`src/rtl/aggregate_seq.sv`:
```
// Sequential GCN neighbour aggregation: out[r][f] = sum_i A'[r][i] * X[i][f].
// Walks one neighbour per cycle with all features in parallel, then streams the row out.
module aggregate_seq #(
    parameter int unsigned NUM_NODES = 6,
    parameter int unsigned NUM_FEAT  = 3,
    parameter int unsigned DATA_W    = 16,
    parameter int unsigned ACC_W     = DATA_W + $clog2(NUM_NODES + 1),
    parameter int unsigned DEG_W     = $clog2(NUM_NODES + 1)
) (
    input  logic                                             clk,
    input  logic                                             rst,
    input  logic                                             start,
    input  logic                                             self_loop,
    input  logic [NUM_NODES-1:0][NUM_NODES-1:0]              adj_mat,
    input  logic [NUM_NODES-1:0][NUM_FEAT-1:0][DATA_W-1:0]   feat_mat,
    output logic                                             busy,
    output logic                                             out_valid,
    input  logic                                             out_ready,
    output logic [$clog2(NUM_NODES)-1:0]                     out_row,
    output logic [NUM_FEAT-1:0][ACC_W-1:0]                   out_data,
    output logic [DEG_W-1:0]                                 out_deg,
    output logic                                             done
);

    localparam int unsigned IdxW = $clog2(NUM_NODES);
    localparam logic [IdxW-1:0] LastIdx = IdxW'(NUM_NODES - 1);

    typedef enum logic [1:0] {StIdle, StAcc, StEmit, StDone} state_e;

    state_e                        state_q, state_d;
    logic [IdxW-1:0]               row_q, row_d;
    logic [IdxW-1:0]               nbr_q, nbr_d;
    logic [NUM_FEAT-1:0][ACC_W-1:0] acc_q, acc_d;
    logic [DEG_W-1:0]              deg_q, deg_d;
    logic                          sl_q, sl_d;
    logic                          done_q;
    logic                          edge_bit;

    // Effective adjacency bit A'[row][nbr], including the latched forced self-loop.
    assign edge_bit = adj_mat[row_q][nbr_q] | (sl_q & (row_q == nbr_q));

    always_comb begin
        state_d = state_q;
        row_d   = row_q;
        nbr_d   = nbr_q;
        acc_d   = acc_q;
        deg_d   = deg_q;
        sl_d    = sl_q;
        unique case (state_q)
            StIdle: begin
                // The cycle carrying the done pulse still counts as busy; start is dropped.
                if (start && !done_q) begin
                    acc_d   = '0;
                    deg_d   = '0;
                    row_d   = '0;
                    nbr_d   = '0;
                    sl_d    = self_loop;
                    state_d = StAcc;
                end
            end
            StAcc: begin
                if (edge_bit) begin
                    for (int f = 0; f < int'(NUM_FEAT); f++) begin
                        acc_d[f] = acc_q[f] + ACC_W'(feat_mat[nbr_q][f]);
                    end
                    deg_d = deg_q + DEG_W'(1);
                end
                if (nbr_q == LastIdx) begin
                    nbr_d   = '0;
                    state_d = StEmit;
                end else begin
                    nbr_d = nbr_q + IdxW'(1);
                end
            end
            StEmit: begin
                if (out_ready) begin
                    if (row_q == LastIdx) begin
                        state_d = StDone;
                    end else begin
                        row_d   = row_q + IdxW'(1);
                        acc_d   = '0;
                        deg_d   = '0;
                        state_d = StAcc;
                    end
                end
            end
            StDone: state_d = StIdle;
            default: state_d = StIdle;
        endcase
    end

    always_ff @(posedge clk or posedge rst) begin
        if (rst) begin
            state_q <= StIdle;
            row_q   <= '0;
            nbr_q   <= '0;
            acc_q   <= '0;
            deg_q   <= '0;
            sl_q    <= 1'b0;
            done_q  <= 1'b0;
        end else begin
            state_q <= state_d;
            row_q   <= row_d;
            nbr_q   <= nbr_d;
            acc_q   <= acc_d;
            deg_q   <= deg_d;
            sl_q    <= sl_d;
            done_q  <= (state_q == StDone);
        end
    end

    assign busy      = (state_q != StIdle) | done_q;
    assign out_valid = (state_q == StEmit);
    assign out_row   = row_q;
    assign out_data  = acc_q;
    assign out_deg   = deg_q;
    assign done      = done_q;

endmodule
```
`config.mk`:
```
export PLATFORM = sky130hd
export DESIGN_NAME = aggregate_seq
export DESIGN_NICKNAME = d
export VERILOG_FILES = /design/src/rtl/aggregate_seq.sv
export SDC_FILE = /design/constraint.sdc
export NUM_CORES = 1
export LEC_CHECK = 0
export BUFFER_PORTS_ARGS = -buffer_cell sky130_fd_sc_hd__buf_2
export CORE_AREA = 4 4 150 152
export CTS_BUF_LIST = sky130_fd_sc_hd__clkbuf_2 sky130_fd_sc_hd__clkbuf_4 sky130_fd_sc_hd__clkbuf_8
export DETAILED_ROUTE_END_ITERATION = 7
export DIE_AREA = 0 0 154 156
export HOLD_SLACK_MARGIN = 0.15
export PLACE_DENSITY_LB_ADDON = 0.2
export SLEW_MARGIN = 20
export SYNTH_ARGS = -nofsm -noshare
export SYNTH_HDL_FRONTEND = slang
export SYNTH_SLANG_ARGS = --single-unit
```
`constraint.sdc`:
```
create_clock -name clk -period 14.2 [get_ports clk]
set_input_delay 1.42 -clock clk [delete_from_list [all_inputs] [get_ports clk]]
set_output_delay 1.42 -clock clk [all_outputs]
set_load 0.02 [all_outputs]
```
==> results.py <==
metrics = {
    "cts": {
        "clk_pin_slew_ns": 0.09,
        "clock-sinks": 70,
        "cts_hold_buffers": 0,
        "cts_setup_buffers": 0,
        "root_buffer": "clkbuf_8",
        "cts_made_buffers": 9,
        "ctsResizeCount": 0,
        "cts_buffer_depth": 2,
        "cts_tree": "done",
        "htree_levels": 3,
        "clk_latency_ns": 0.38,
    },
    "yosys": {
        "synth_edf_count": 0,
        "synth-seq-cells": 70,
        "netlist_instances": 794,
        "ys_warn_count": 0,
        "synth_flop_cell": "dfrtp_1",
        "synth_top_area_share": 0.234,
        "yosysUniqueCellTypes": 67,
        "syn_avg_cell_area_um2": 9.44,
        "synth_top_cell_by_area": "dfrtp_1",
        "async_reset_ff_frac": 1.00,
        "yosysSeqAreaShare": 0.234,
        "syn_nets": 1177,
        "yosys-top-cells-area": "dfrtp_1 (23%), mux4_2 (17%), ha_1 (8.5%)",
        "synth_area_mm2": 0.00749,
    },
    "placement": {
        "gp_congestion": 0.807,
        "hpwlAfterDp_um": 19600,
        "io_buffer_count": 394,
        "place_area_mm2": 0.00963,
    },
    "worst_setup_path": {
        "worstSetupEndpointType": "flip-flop",
        "cp.arrival_ns": 5.11,
        "worstPathRequired_ns": 14.47,
        "critPathMaxFanout": 32,
        "crit_type": "reg -> reg",
        "crit_path_start_kind": "flip-flop",
    },
    "global_route": {
        "grt_pass1_wl_um": 38600,
        "grt_max_degree": 58,
        "grt.overflow.total": 0,
        "grt_pass1_vias": 7655,
        "antenna_found_initial": 0,
        "grt.total_usage": 0.197,
    },
    "floorplan": {
        "die_area_mm2": 0.0240,
        "core_area_mm2": 0.0210,
        "die_h_um": 156,
        "ios": 395,
        "die_w_um": 154,
        "num_rows": 53,
        "initial_core_util": 0.356,
    },
    "sta": {
        "max_freq_mhz": 207,
        "tightest_slew_ns": 0.938,
        "fin_skew_ns": 0.0193,
        "maxSlewHeadroom": 0.374,
        "min_period_ns": 4.84,
        "finalCritPeriodShare": 0.341,
        "whs_ns": 0.489,
        "hold_viol_final": 0,
        "maxSlewViolCount": 0,
        "setup_tns_ns": 0,
        "rsz0062_at_grt": "no",
        "setup_violations": 0,
    },
    "pwr": {
        "ir_drop_mv": 0.0979,
        "power_density_mw_per_mm2": 260,
        "p_total_mw": 2.56,
        "cellLeakagePower_nw": 4.96,
    },
    "drt": {
        "drc_errors": 0,
        "drt_iter0_drc": 293,
        "vias_per_cell": 5.22,
        "vias": 7519,
        "drt_wl_total_um": 25000,
        "wl_met1_um": 10200,
        "drt_first_pass_iters": 4,
        "highest_layer": "met4",
        "wl_met3_um": 1630,
        "wl_per_cell_um": 17.3,
        "wl_met2_um": 12700,
        "ant_nets": 0,
    },
    "final_layout": {
        "final_cell_area_mm2": 0.00983,
        "nNetsFinal": 1543,
        "antenna_cells": 0,
        "drive_gt1_frac": 0.424,
        "syn_to_final_growth_pct": 31.1,
    },
    "outcome": {
        "outcome": "finished, final reports clean",
    },
    "hold_path": {
        "hp-class": "reg -> reg",
    },
    "flow_run": {
        "maxCapViolations": 0,
    },
}
-- cells in the mapped netlist (5+ instances only) --
cell type   n
nand2_1    72
dfrtp_1    70
o21ai_0    59
inv_1      56
mux4_2     55
ha_1       51
o22ai_1    50
mux2i_1    49
nor2_1     35
a21oi_1    32
xor2_1     25
clkbuf_1   21
a21o_1     19
xnor2_1    15
a22o_1     13
nor3_1     12
nor2b_1    11
buf_1      10
nand3_1    10
a31oi_1     9
nand2b_1    8
buf_6       7
o21a_1      7
and3_1      6
a211oi_1    5
and2_1      5
o21ai_1     5
o31ai_1     5
or3_1       5
-- power breakdown --
| group | leakage, nW | internal (mW) | total, mW | switching, mW |
|---|---|---|---|---|
| combinational | 4.00 | 0.868 | 1.95 | 1.08 |
| clock | 0.0879 | 0.0814 | 0.174 | 0.0927 |
| sequential | 0.879 | 0.305 | 0.437 | 0.131 |
-- path summary, 6_finish.rpt --
check | slack, ns | start | to | cells after the start
worst min-delay path | 0.49 | out_data[37] | out_data[37] | 1
worst max-delay path | 9.36 | nbr_q[1] | out_data[54] | 14
worst min register to register | 0.49 | out_data[37] | out_data[37] | 1
worst max register to register | 9.36 | nbr_q[1] | out_data[54] | 14
max in group asynchronous | 12.08 | rst | nbr_q[2] | 3
min in group asynchronous | 1.12 | rst | out_data[9] | 2
-- cells by family after synthesis --
logic type / count (synthesis) / synth area share
simple gates: 183 / 0.119
buf+inv: 104 / 0.0623
fa+ha+maj: 54 / 0.0932
compound gates: 235 / 0.202
xor+xnor: 40 / 0.0468
flops: 70 / 0.234
mux: 108 / 0.243
-- state kept, by name, summed over array words and instances, names as in the netlist --
name and count:
out_row 3, done 1, nbr_q 3, out_data 57, out_deg 3, state_q 2, sl_q 1
-- final cells by class --
cell class	instances	area, µm²
sequential	70	1760
inverter	57	215
timing repair buffer	402	2030
fill	2118	11200
clock buffer	9	124
tap	275	344
multi-input combinational	620	5280
clock inverter	7	73.8
-- per-stage QoR --
| step | utilization | instances | setup slack (ns) |
|---|---|---|---|
| 3_3_place_gp | 0.458 | 1424 | 9.21 |
| 5_1_grt | 0.467 | 1440 | 8.99 |
| 4_1_cts | 0.467 | 1440 | 9.34 |
| 6_report | 0.467 | 1440 | 9.36 |
| 2_1_floorplan | - | 794 | 9.59 |
| 3_5_place_dp | 0.458 | 1424 | 9.18 |
-- layer usage --
| metal | global-route usage | vias up |
|---|---|---|
| li1 | - | 3730 |
| met1 | 0.240 | 3532 |
| met2 | 0.352 | 234 |
| met3 | 0.0447 | 23 |
| met4 | 0.0530 | 0 |
| met5 | 0 | - |
-- layout by cell type (no fill, tap or decap), types with 25 or more instances in the layout --
| master | count |
|---|---|
| a21oi_1 | 32 |
| buf_2 | 394 |
| dfrtp_1 | 67 |
| ha_1 | 51 |
| inv_1 | 55 |
| mux2i_1 | 49 |
| mux4_2 | 55 |
| nand2_1 | 72 |
| nor2_1 | 34 |
| o21ai_0 | 59 |
| o22ai_1 | 50 |
| xor2_1 | 25 |
-- worst max-delay path: stages, from the launching register on --
cell and delay (ns):
dfrtp_2 0.92, buf_4 0.48, mux4_2 0.36, inv_1 0.06
o22ai_1 0.08, ha_1 0.25, fa_1 0.45, a21o_1 0.20
a21o_1 0.20, a2111oi_0 0.64, nor3_1 0.17, or3_1 0.43
nand4_1 0.18, a311oi_1 0.12, a21o_1 0.19
Note: power is estimated with default switching activity, not from simulation.
